==> config.mk <==
export PLATFORM = sky130hd
export DESIGN_NAME = axis_flit_packetizer_flat
export DESIGN_NICKNAME = d
export VERILOG_FILES = /design/src/rtl/axis_flit_packetizer_if.sv /design/src/rtl/axis_flit_packetizer.sv /design/src/flat_wrapper.sv
export SDC_FILE = /design/constraint.sdc
export NUM_CORES = 1
export LEC_CHECK = 0
export BUFFER_PORTS_ARGS = -buffer_cell sky130_fd_sc_hd__buf_2
export CAP_MARGIN = 10
export CORE_ASPECT_RATIO = 2
export CORE_MARGIN = 2
export CORE_UTILIZATION = 45
export CTS_BUF_LIST = sky130_fd_sc_hd__clkbuf_16
export DETAILED_ROUTE_END_ITERATION = 12
export PLACE_DENSITY = 0.66
export SYNTH_ARGS = -nofsm -noshare
export SYNTH_HDL_FRONTEND = slang
export SYNTH_SLANG_ARGS = --single-unit
export TNS_END_PERCENT = 1
==> constraint.sdc <==
create_clock -name clk_noc -period 15.5 [get_ports clk_noc]
set_input_delay 2.325 -clock clk_noc [delete_from_list [all_inputs] [get_ports clk_noc]]
set_output_delay 2.325 -clock clk_noc [all_outputs]
set_load 0.005 [all_outputs]
==> src/rtl/axis_flit_packetizer_if.sv <==
// Bundle of the AXI-Stream beat input, the router flit/credit port and the
// debug taps of axis_flit_packetizer; widths derive from the same parameters as the block.
interface axis_flit_packetizer_if #(
    parameter int TDATA_WIDTH          = 128,
    parameter int DEST_WIDTH           = 4,
    parameter int SERIALIZATION_FACTOR = 2,
    parameter int FLIT_BUFFER_DEPTH    = 1,
    parameter int BUFFER_DEPTH         = 2
);
    localparam int FLIT_WIDTH = TDATA_WIDTH / SERIALIZATION_FACTOR;
    localparam int CREDIT_W   = $clog2(FLIT_BUFFER_DEPTH + 1);
    localparam int OCC_W      = $clog2(BUFFER_DEPTH + 1);
    localparam int IDX_W      = (SERIALIZATION_FACTOR > 1) ? $clog2(SERIALIZATION_FACTOR) : 1;

    // axis_*: a beat transfers on a rising edge where tvalid and tready are both
    // high; tready never depends on tvalid. Flit side: one flit per cycle with
    // send_out=1, no back-pressure; each credit_in cycle returns one buffer slot.
    logic                   axis_tvalid;
    logic                   axis_tready;
    logic [TDATA_WIDTH-1:0] axis_tdata;
    logic                   axis_tlast;
    logic [DEST_WIDTH-1:0]  axis_tdest;

    logic [FLIT_WIDTH-1:0]  data_out;
    logic [DEST_WIDTH-1:0]  dest_out;
    logic                   is_tail_out;
    logic                   send_out;
    logic                   credit_in;

    logic [CREDIT_W-1:0]    dbg_credits;
    logic [OCC_W-1:0]       dbg_occupancy;
    logic [IDX_W-1:0]       dbg_flit_idx;

    modport slave (
        input  axis_tvalid, axis_tdata, axis_tlast, axis_tdest, credit_in,
        output axis_tready, data_out, dest_out, is_tail_out, send_out,
        output dbg_credits, dbg_occupancy, dbg_flit_idx
    );

    modport master (
        output axis_tvalid, axis_tdata, axis_tlast, axis_tdest, credit_in,
        input  axis_tready, data_out, dest_out, is_tail_out, send_out,
        input  dbg_credits, dbg_occupancy, dbg_flit_idx
    );
endinterface

==> src/rtl/axis_flit_packetizer.sv <==
// Same-clock injection stage: buffers AXI-Stream beats and serializes each one
// into SERIALIZATION_FACTOR flits for router port 0 under credit flow control.
module axis_flit_packetizer #(
    parameter int TDATA_WIDTH          = 128,
    parameter int DEST_WIDTH           = 4,
    parameter int SERIALIZATION_FACTOR = 2,
    parameter int FLIT_BUFFER_DEPTH    = 1,
    parameter int BUFFER_DEPTH         = 2
) (
    input logic             clk_noc,
    input logic             rst_n,
    axis_flit_packetizer_if.slave bus
);
    localparam int FLIT_WIDTH = TDATA_WIDTH / SERIALIZATION_FACTOR;
    localparam int PTR_W      = (BUFFER_DEPTH > 1) ? $clog2(BUFFER_DEPTH) : 1;
    localparam int OCC_W      = $clog2(BUFFER_DEPTH + 1);
    localparam int CREDIT_W   = $clog2(FLIT_BUFFER_DEPTH + 1);
    localparam int IDX_W      = (SERIALIZATION_FACTOR > 1) ? $clog2(SERIALIZATION_FACTOR) : 1;

    localparam logic [PTR_W-1:0]    PTR_LAST   = PTR_W'(BUFFER_DEPTH - 1);
    localparam logic [OCC_W-1:0]    OCC_FULL   = OCC_W'(BUFFER_DEPTH);
    localparam logic [CREDIT_W-1:0] CREDIT_MAX = CREDIT_W'(FLIT_BUFFER_DEPTH);
    localparam logic [IDX_W-1:0]    IDX_LAST   = IDX_W'(SERIALIZATION_FACTOR - 1);

    if (SERIALIZATION_FACTOR < 1 || (TDATA_WIDTH % SERIALIZATION_FACTOR) != 0) begin : g_bad_sf
        $error("SERIALIZATION_FACTOR must be >= 1 and divide TDATA_WIDTH");
    end
    if (BUFFER_DEPTH < 1 || FLIT_BUFFER_DEPTH < 1) begin : g_bad_depth
        $error("BUFFER_DEPTH and FLIT_BUFFER_DEPTH must be >= 1");
    end

    typedef struct packed {
        logic [TDATA_WIDTH-1:0] tdata;
        logic                   tlast;
        logic [DEST_WIDTH-1:0]  tdest;
    } entry_t;

    entry_t                mem [BUFFER_DEPTH];
    logic [PTR_W-1:0]      wr_ptr, wr_ptr_nxt;
    logic [PTR_W-1:0]      rd_ptr, rd_ptr_nxt;
    logic [OCC_W-1:0]      occ, occ_nxt;
    logic [CREDIT_W-1:0]   credits, credits_nxt;
    logic [IDX_W-1:0]      idx, idx_nxt;

    logic                  send_q;
    logic                  tail_q;
    logic [FLIT_WIDTH-1:0] data_q;
    logic [DEST_WIDTH-1:0] dest_q;

    logic                  can_accept;
    logic                  push;
    logic                  pop;
    logic                  issue;
    logic                  last_flit;
    entry_t                head;
    logic [FLIT_WIDTH-1:0] head_flit;

    // Acceptance looks only at the registered occupancy, so a full FIFO never
    // takes a beat in the same cycle it pops one.
    assign can_accept = (occ < OCC_FULL);
    assign push       = bus.axis_tvalid & can_accept;
    assign issue      = (occ != '0) && (credits != '0);
    assign last_flit  = (idx == IDX_LAST);
    assign pop        = issue & last_flit;
    assign head       = mem[rd_ptr];

    always_comb begin
        head_flit = head.tdata[FLIT_WIDTH-1:0];
        for (int i = 0; i < SERIALIZATION_FACTOR; i++) begin
            if (idx == IDX_W'(i)) begin
                head_flit = head.tdata[i*FLIT_WIDTH +: FLIT_WIDTH];
            end
        end
    end

    always_comb begin
        wr_ptr_nxt  = wr_ptr;
        rd_ptr_nxt  = rd_ptr;
        occ_nxt     = occ;
        credits_nxt = credits;
        idx_nxt     = idx;

        if (push) begin
            wr_ptr_nxt = (wr_ptr == PTR_LAST) ? '0 : wr_ptr + 1'b1;
        end
        if (pop) begin
            rd_ptr_nxt = (rd_ptr == PTR_LAST) ? '0 : rd_ptr + 1'b1;
        end

        unique case ({push, pop})
            2'b10:   occ_nxt = occ + 1'b1;
            2'b01:   occ_nxt = occ - 1'b1;
            default: occ_nxt = occ;
        endcase

        // A credit arriving while a flit issues cancels out; an extra credit
        // at the maximum is a protocol error and is dropped.
        unique case ({issue, bus.credit_in})
            2'b10:   credits_nxt = credits - 1'b1;
            2'b01:   credits_nxt = (credits == CREDIT_MAX) ? credits : credits + 1'b1;
            default: credits_nxt = credits;
        endcase

        if (issue) begin
            idx_nxt = last_flit ? '0 : idx + 1'b1;
        end
    end

    always_ff @(posedge clk_noc) begin
        if (rst_n && push) begin
            mem[wr_ptr] <= '{tdata: bus.axis_tdata, tlast: bus.axis_tlast, tdest: bus.axis_tdest};
        end
    end

    always_ff @(posedge clk_noc) begin
        if (!rst_n) begin
            wr_ptr  <= '0;
            rd_ptr  <= '0;
            occ     <= '0;
            credits <= CREDIT_MAX;
            idx     <= '0;
            send_q  <= 1'b0;
            tail_q  <= 1'b0;
            data_q  <= '0;
            dest_q  <= '0;
        end else begin
            wr_ptr  <= wr_ptr_nxt;
            rd_ptr  <= rd_ptr_nxt;
            occ     <= occ_nxt;
            credits <= credits_nxt;
            idx     <= idx_nxt;
            send_q  <= issue;
            if (issue) begin
                data_q <= head_flit;
                dest_q <= head.tdest;
                tail_q <= head.tlast & last_flit;
            end
        end
    end

    assign bus.axis_tready   = can_accept & rst_n;
    assign bus.send_out      = send_q;
    assign bus.data_out      = data_q;
    assign bus.dest_out      = dest_q;
    assign bus.is_tail_out   = tail_q;
    assign bus.dbg_credits   = credits;
    assign bus.dbg_occupancy = occ;
    assign bus.dbg_flit_idx  = idx;

    credit_overflow: assert property (@(posedge clk_noc) disable iff (!rst_n)
        !(bus.credit_in && !issue && credits == CREDIT_MAX));

    occupancy_in_range: assert property (@(posedge clk_noc) disable iff (!rst_n)
        occ <= OCC_FULL);
endmodule

==> src/flat_wrapper.sv <==
// flat-port wrapper written by rule: the top's interface ports become plain ports
module axis_flit_packetizer_flat 
#(
    parameter int TDATA_WIDTH          = 128,
    parameter int DEST_WIDTH           = 4,
    parameter int SERIALIZATION_FACTOR = 2,
    parameter int FLIT_BUFFER_DEPTH    = 1,
    parameter int BUFFER_DEPTH         = 2
)
  (clk_noc, rst_n, bus_axis_tvalid, bus_axis_tdata, bus_axis_tlast, bus_axis_tdest, bus_credit_in, bus_axis_tready, bus_data_out, bus_dest_out, bus_is_tail_out, bus_send_out, bus_dbg_credits, bus_dbg_occupancy, bus_dbg_flit_idx);
  axis_flit_packetizer_if #(.TDATA_WIDTH(TDATA_WIDTH), .DEST_WIDTH(DEST_WIDTH), .SERIALIZATION_FACTOR(SERIALIZATION_FACTOR), .FLIT_BUFFER_DEPTH(FLIT_BUFFER_DEPTH), .BUFFER_DEPTH(BUFFER_DEPTH)) bus_i ();
  input logic clk_noc;
  input logic rst_n;
  input wire logic [$bits(bus_i.axis_tvalid)-1:0] bus_axis_tvalid;
  input wire logic [$bits(bus_i.axis_tdata)-1:0] bus_axis_tdata;
  input wire logic [$bits(bus_i.axis_tlast)-1:0] bus_axis_tlast;
  input wire logic [$bits(bus_i.axis_tdest)-1:0] bus_axis_tdest;
  input wire logic [$bits(bus_i.credit_in)-1:0] bus_credit_in;
  output wire logic [$bits(bus_i.axis_tready)-1:0] bus_axis_tready;
  output wire logic [$bits(bus_i.data_out)-1:0] bus_data_out;
  output wire logic [$bits(bus_i.dest_out)-1:0] bus_dest_out;
  output wire logic [$bits(bus_i.is_tail_out)-1:0] bus_is_tail_out;
  output wire logic [$bits(bus_i.send_out)-1:0] bus_send_out;
  output wire logic [$bits(bus_i.dbg_credits)-1:0] bus_dbg_credits;
  output wire logic [$bits(bus_i.dbg_occupancy)-1:0] bus_dbg_occupancy;
  output wire logic [$bits(bus_i.dbg_flit_idx)-1:0] bus_dbg_flit_idx;
  assign bus_i.axis_tvalid = bus_axis_tvalid;
  assign bus_i.axis_tdata = bus_axis_tdata;
  assign bus_i.axis_tlast = bus_axis_tlast;
  assign bus_i.axis_tdest = bus_axis_tdest;
  assign bus_i.credit_in = bus_credit_in;
  assign bus_axis_tready = bus_i.axis_tready;
  assign bus_data_out = bus_i.data_out;
  assign bus_dest_out = bus_i.dest_out;
  assign bus_is_tail_out = bus_i.is_tail_out;
  assign bus_send_out = bus_i.send_out;
  assign bus_dbg_credits = bus_i.dbg_credits;
  assign bus_dbg_occupancy = bus_i.dbg_occupancy;
  assign bus_dbg_flit_idx = bus_i.dbg_flit_idx;
  axis_flit_packetizer #(.TDATA_WIDTH(TDATA_WIDTH), .DEST_WIDTH(DEST_WIDTH), .SERIALIZATION_FACTOR(SERIALIZATION_FACTOR), .FLIT_BUFFER_DEPTH(FLIT_BUFFER_DEPTH), .BUFFER_DEPTH(BUFFER_DEPTH)) u_core (.clk_noc(clk_noc), .rst_n(rst_n), .bus(bus_i));
endmodule
==> results of run 1 <==
## routing by layer
| metal | wire length (um) | vias to the layer above | global-route usage |
|---|---|---|---|
| met5 | 16 | - | 0 |
| met4 | 992 | 2 | 0.08021 |
| met3 | 1378 | 56 | 0.03180 |
| met2 | 13280 | 206 | 0.3183 |
| met1 | 8726 | 3073 | 0.1890 |
| li1 | - | 2719 | - |
## sequential cells by signal, indices dropped and copies added, names as in the netlist, named ones only
name and cells:
u_core.bus.data_out 64, u_core.bus.dbg_credits 1, u_core.bus.dbg_flit_idx 1, u_core.bus.dbg_occupancy 2
u_core.bus.dest_out 4, u_core.bus.is_tail_out 1, u_core.bus.send_out 1, u_core.mem 266
u_core.rd_ptr 1, u_core.wr_ptr 1
## stage by stage
step | util | cell area [sq um] | power (mW)
2_1_floorplan | - | 12000 | 1.516
3_3_place_gp | 0.5100 | 13400 | 1.674
3_5_place_dp | 0.5100 | 13400 | 1.695
4_1_cts | 0.5465 | 14360 | 2.421
5_1_grt | 0.5468 | 14370 | 2.498
6_report | 0.5469 | 14370 | 2.392
## cell usage after synthesis
cell,number
o21a_1,1
o21ai_0,1
nor3_1,1
a211oi_1,4
edfxtp_1,266
mux4_2,64
nor2_2,1
nand3_1,1
a22o_1,64
nor2_1,12
nand2_1,2
nor2b_1,1
o211ai_1,1
clkbuf_1,9
and3_1,1
inv_1,4
xnor2_1,3
buf_2,18
dfxtp_1,77
buf_12,2
xor2_1,2
buf_6,1
mux2_2,2
mux2i_1,4
ha_1,2
a21oi_1,2
or3_1,1
## power by group through the flow
stage          Sequential (mW)  Clock [mW]  Combinational [mW]
2_1_floorplan             1.23           0               0.281
3_3_place_gp              1.23           0               0.440
3_5_place_dp              1.24           0               0.454
4_1_cts                   1.22       0.743               0.456
5_1_grt                   1.23       0.776               0.487
6_report                  1.22       0.727               0.446
## logic make-up after synthesis
family                     Yosys count  share of synthesized area
AOI/OAI and AO/OA                   73                    0.05172
buffers and inverters               34                    0.01585
and+or+nand+nor                     20                   0.007299
DFF                                343                     0.7941
adders and majority gates            2                   0.002085
muxes                               70                     0.1253
xor gates and xnor gates             5                   0.003650
## how the worst max path moves through the flow
stage | startpoint | depth (start not counted) | slack, ps | to
3_3_place_gp | rst_n | 4 | 10120 | bus_axis_tready
5_1_grt | rst_n | 4 | 9990 | bus_axis_tready
4_1_cts | rst_n | 4 | 10090 | bus_axis_tready
6_report | rst_n | 4 | 10090 | bus_axis_tready
3_5_place_dp | rst_n | 4 | 10100 | bus_axis_tready
2_1_floorplan | rst_n | 3 | 3010 | u_core.mem[0][0]
## final cells by class
type / instances / area share
flip-flops and latches: 343 / 0.6636
multi-input cells: 170 / 0.1603
repair buffers: 219 / 0.07767
clock buffers: 30 / 0.05224
well taps: 344 / 0.02995
clock inverters: 24 / 0.01445
inverters: 4 / 0.001045
diodes: 4 / 0.0006966
## critical path, stage by stage
cell and delay (ps):
buf_2 110, inv_1 420, nor2_1 80, buf_2 150
==> results.toml, run 1 <==
[status]
status = "completed"

[sta]
hold_viol = 0
slew_viol_final = 0
whs_ps = 475.2
setup_viol = 0
max_slew_margin = 0.3581
tightest_slew_ps = 962.9
fin_skew_ps = 14.64
fin_crit_sh = 0.3490
rsz0062_at_grt = "false"
fmax_mhz = 184.9
tns_ps = 0
setup_slack_ps = 10090
post-route-min-period_ps = 5409

[cts]
cts_tree = "built"
cts-root-buf = "clkbuf_16"
cts_max_path_buffers = 3
cts.sinks = 343
cts_hold_buf = 0
worstSkewPairLatency_ps = 550
clk_pin_slew_worst_paths_ps = 70
cts_setup_buffers = 0
ctsHtreeMaxLevel = 1
cts_resized = 0
numCtsBuffers = 29

[detailed_routing]
routed_wirelength_mm = 24.40
wl_per_cell_um = 21.44
vias_per_cell = 5.322
drc = 0
vias = 6056
ant_nets = 0
firstDrtPassIters = 6
first_iter_violations = 344

[pwr]
p_sw_frac = 0.2623
p_sw_uw = 627.5
power_frac_seq = 0.510
p_comb_frac = 0.186
p_leak_nw = 5.174
cell_internal_pwr_mw = 1.765
ir_drop_mv = 0.1363
clockPowerShare = 0.304
power_density_nw_per_um2 = 166.5

[floorplanning]
start_util = 0.4567
io_pins = 212
die_area_sq_um = 28070
die_h_um = 234.9
core_sq_um = 26280
rows = 84
die_w_um = 119.5

[placed_design]
gp_congestion = 0.7285
dp_hpwl_mm = 15.46
io_buffers = 211
dp_cells = 1080
pre_cts_ws_ps = 10100

[logic_synthesis]
ys_types = 27
yosysTopAreaCellShare = 0.6656
synthTopCellsByArea = "edfxtp_1, dfxtp_1, mux4_2, a22o_1, buf_2"
ys_ff_latch = 343
yosys.area.top_type = "edfxtp_1"
synth_seq_area_share = 0.7941
synth_cells = 547
syn_area_sq_um = 12000
syn_nets = 686
synth_warnings = 0
avgSynthCellArea_sq_um = 21.94

[final_layout]
nNetsFinal = 906
final_layout_size_suffix_gt1_frac = 0.4241
nFillCells = 2079
final_cell_mix = "edfxtp_1, buf_2, dfxtp_1, mux4_2, a22o_1"
final_cells = 1138
multi_input_area_sq_um = 2303
final_common_cell = "edfxtp_1"
seq_area_sq_um = 9537
area_growth_pct = 19.75

[critical_path]
start_kind = "input pin"
critPathKind = "input pin to primary output"
regToRegSetupSlack_ps = 12700
ff2ff_path_depth = 3
cp.required_ps = 13180
r2r-start = "u_core.bus.dbg_occupancy[1]"
crit_path_max_fanout = 15
end_kind = "primary output"
critPathArrivalTime_ps = 3080
r2r-end = "u_core.mem[1][1]"

[global_route]
overflow = 0
grt_pass1_wl_mm = 36.98
grt_max_degree = 69
grt_pass1_vias = 6719
antenna_found_initial = 5
gr-usage-all-layers = 0.1727

[worst_hold_path]
hold_depth = 1
whs_endpoint = "u_core.bus.data_out[16]"
hp-start = "u_core.bus.data_out[16]"
hp-class = "register to register"

[job]
drv_cap = 0
Power figures use the tool's default switching activity.
==> inputs of run 2 (changes only) <==
Settings changed: ABC_AREA set to 1.
Clock period 15.5 ns to 5.3 ns, I/O delays scaled along.
==> results.toml, run 2 <==
[status]
status = "completed"

[detailed_routing]
drc = 0
vias = 9305
ant_nets = 0
vias_per_cell = 5.132
firstDrtPassIters = 7
routed_wirelength_mm = 30.54
wl_per_cell_um = 16.85
first_iter_violations = 642

[logic_synthesis]
synth_edf_count = 266
synth_seq_area_share = 0.7171
synthArstFlopShare = 0
ys_ff_latch = 343
ys_top_cells_by_count = "nand2_1, edfxtp_1, nand3_1"
syn_area_sq_um = 13290
ys_types = 20
yosysTopAreaCellShare = 0.6011
syn_nets = 1384
yosys.area.top_type = "edfxtp_1"
synth_ff_type = "edfxtp_1"
synth.most_common_cell = "nand2_1"
avgSynthCellArea_sq_um = 10.67
synth_cells = 1245
synthTopCellsByArea = "edfxtp_1, nand2_1, dfxtp_1, nand3_1, inv_1"
synth_warnings = 0

[cts]
cts.sinks = 343
cts_setup_buffers = 0
ctsHtreeMaxLevel = 1
cts-root-buf = "clkbuf_16"
clk_pin_slew_worst_paths_ps = 70
worstSkewPairLatency_ps = 560
cts_hold_buf = 0
numCtsBuffers = 29
cts_max_path_buffers = 3
cts_tree = "built"
cts_resized = 0

[final_layout]
final_layout_size_suffix_gt1_frac = 0.1905
area_growth_pct = 17.33
fin_util = 0.5324
largest_reg_flops = 266
nNetsFinal = 1566
final_cells = 1813
diodes = 0
largest_register = "u_core.mem"
nFillCells = 2529
final_common_cell = "nand2_1"
final_cell_mix = "nand2_1, edfxtp_1, buf_2, nand3_1"

[global_route]
grt_pass1_vias = 9146
grt_max_degree = 104
antenna_found_initial = 3
grt_pass1_wl_mm = 47.71
gr-usage-all-layers = 0.1943
overflow = 0

[sta]
fmax_mhz = 333.5
tightest_slew_ps = 1019
post-route-min-period_ps = 2998
setup_viol = 0
slew_viol_final = 0
max_slew_margin = 0.3207
fin_skew_ps = 9.082
fin_crit_sh = 0.5657
tns_ps = 0
rsz0062_at_grt = "false"
hold_viol = 0

[floorplanning]
die_h_um = 247.0
start_util = 0.4538
die_area_sq_um = 31010
io_pins = 212
core_sq_um = 29290
rows = 89
die_w_um = 125.5

[placed_design]
io_buffers = 211
dp_hpwl_mm = 18.12
gp_congestion = 0.7560
dp_cells = 1760

[critical_path]
critPathBufInv = 2
crit_path_max_fanout = 39
cpPeakStageDelay_ps = 830
critPathArrivalTime_ps = 2200
cpLargestDelayFamily = "flip-flops"
end_kind = "primary output"
critPathKind = "register to primary output"
start_kind = "register"
cp.required_ps = 4510
crit_chain = "buf_4 > buf_2"
cp_slowest_cell = "dfxtp_2"

[pwr]
power_density_nw_per_um2 = 437.5
p_leak_nw = 6.989
ir_drop_mv = 0.4323

[worst_hold_path]
hp-class = "input pin to register"

[job]
drv_cap = 0
-- run 2: cell count changes in the layout (fill, tap and decap cells not counted), sizes merged, moves of 64 or more --
cell / previous run / this run
a22o: 64 / 0
inv: 8 / 82
mux4: 64 / 0
nand2: 2 / 533
nand3: 1 / 197
-- run 2: layout make-up --
class,count,area [sq um],share of cell area
sequential,343,9534,0.6115
clock buffer,31,775.7,0.04975
inverter,73,276.5,0.01773
clock inverter,22,192.7,0.01236
tap,364,455.4,0.02921
timing repair buffer,223,1171,0.07511
multi-input combinational,757,3187,0.2044
-- run 2: per-stage QoR --
step	power [mW]	hold slack [ps]	worst slack [ps]	cell area, sq um
after floorplan	4.244	441.1	38.69	13300
after global placement	4.717	449.8	2093	14620
after detailed placement	4.749	477.3	2059	14620
after CTS	6.908	390.6	2277	15590
after global routing	7.183	398.2	2182	15590
final	6.822	424.2	2302	15590
-- run 2: metal layers --
metal,global-route usage,vias to the layer above,wire length [um]
met2,0.3307,380,15040
met1,0.2483,4377,12200
li1,-,4481,-
met5,0,-,30
met4,0.06863,6,687
met3,0.03700,61,2577
-- run 2: kinds of logic after synthesis --
logic type,synth area share
flops,0.7171
xor+xnor,0.0006592
buf+inv,0.04576
simple gates,0.2279
compound gates,0.006779
fa+ha+maj,0.001883
-- run 2: final timing paths --
kind | from | end | slack (ps) | depth (start not counted)
hold / removal | bus_axis_tdata[73] | u_core.mem[1][78] | 420 | 1
setup reg to reg | register | u_core.bus.data_out[18] | 2800 | 8
hold reg to reg | u_core.wr_ptr | u_core.wr_ptr | 480 | 2
setup / recovery | u_core.bus.dbg_flit_idx | bus_dbg_flit_idx | 2300 | 2
-- run 2: worst reg2reg max path, cell delays in order, from the launching register on --
cell and delay (ps):
dfxtp_4 490, inv_4 680, buf_4 670, nand2_1 170, nand2_1 90, nand3_1 70, nand3_1 130, nand2_1 50
inv_1 70
-- run 2: power breakdown --
part / leakage [nW] / internal (mW) / switching (mW)
Combinational: 3.42 / 0.440 / 0.887
Clock: 0.499 / 1.21 / 0.937
Sequential: 3.07 / 3.18 / 0.171
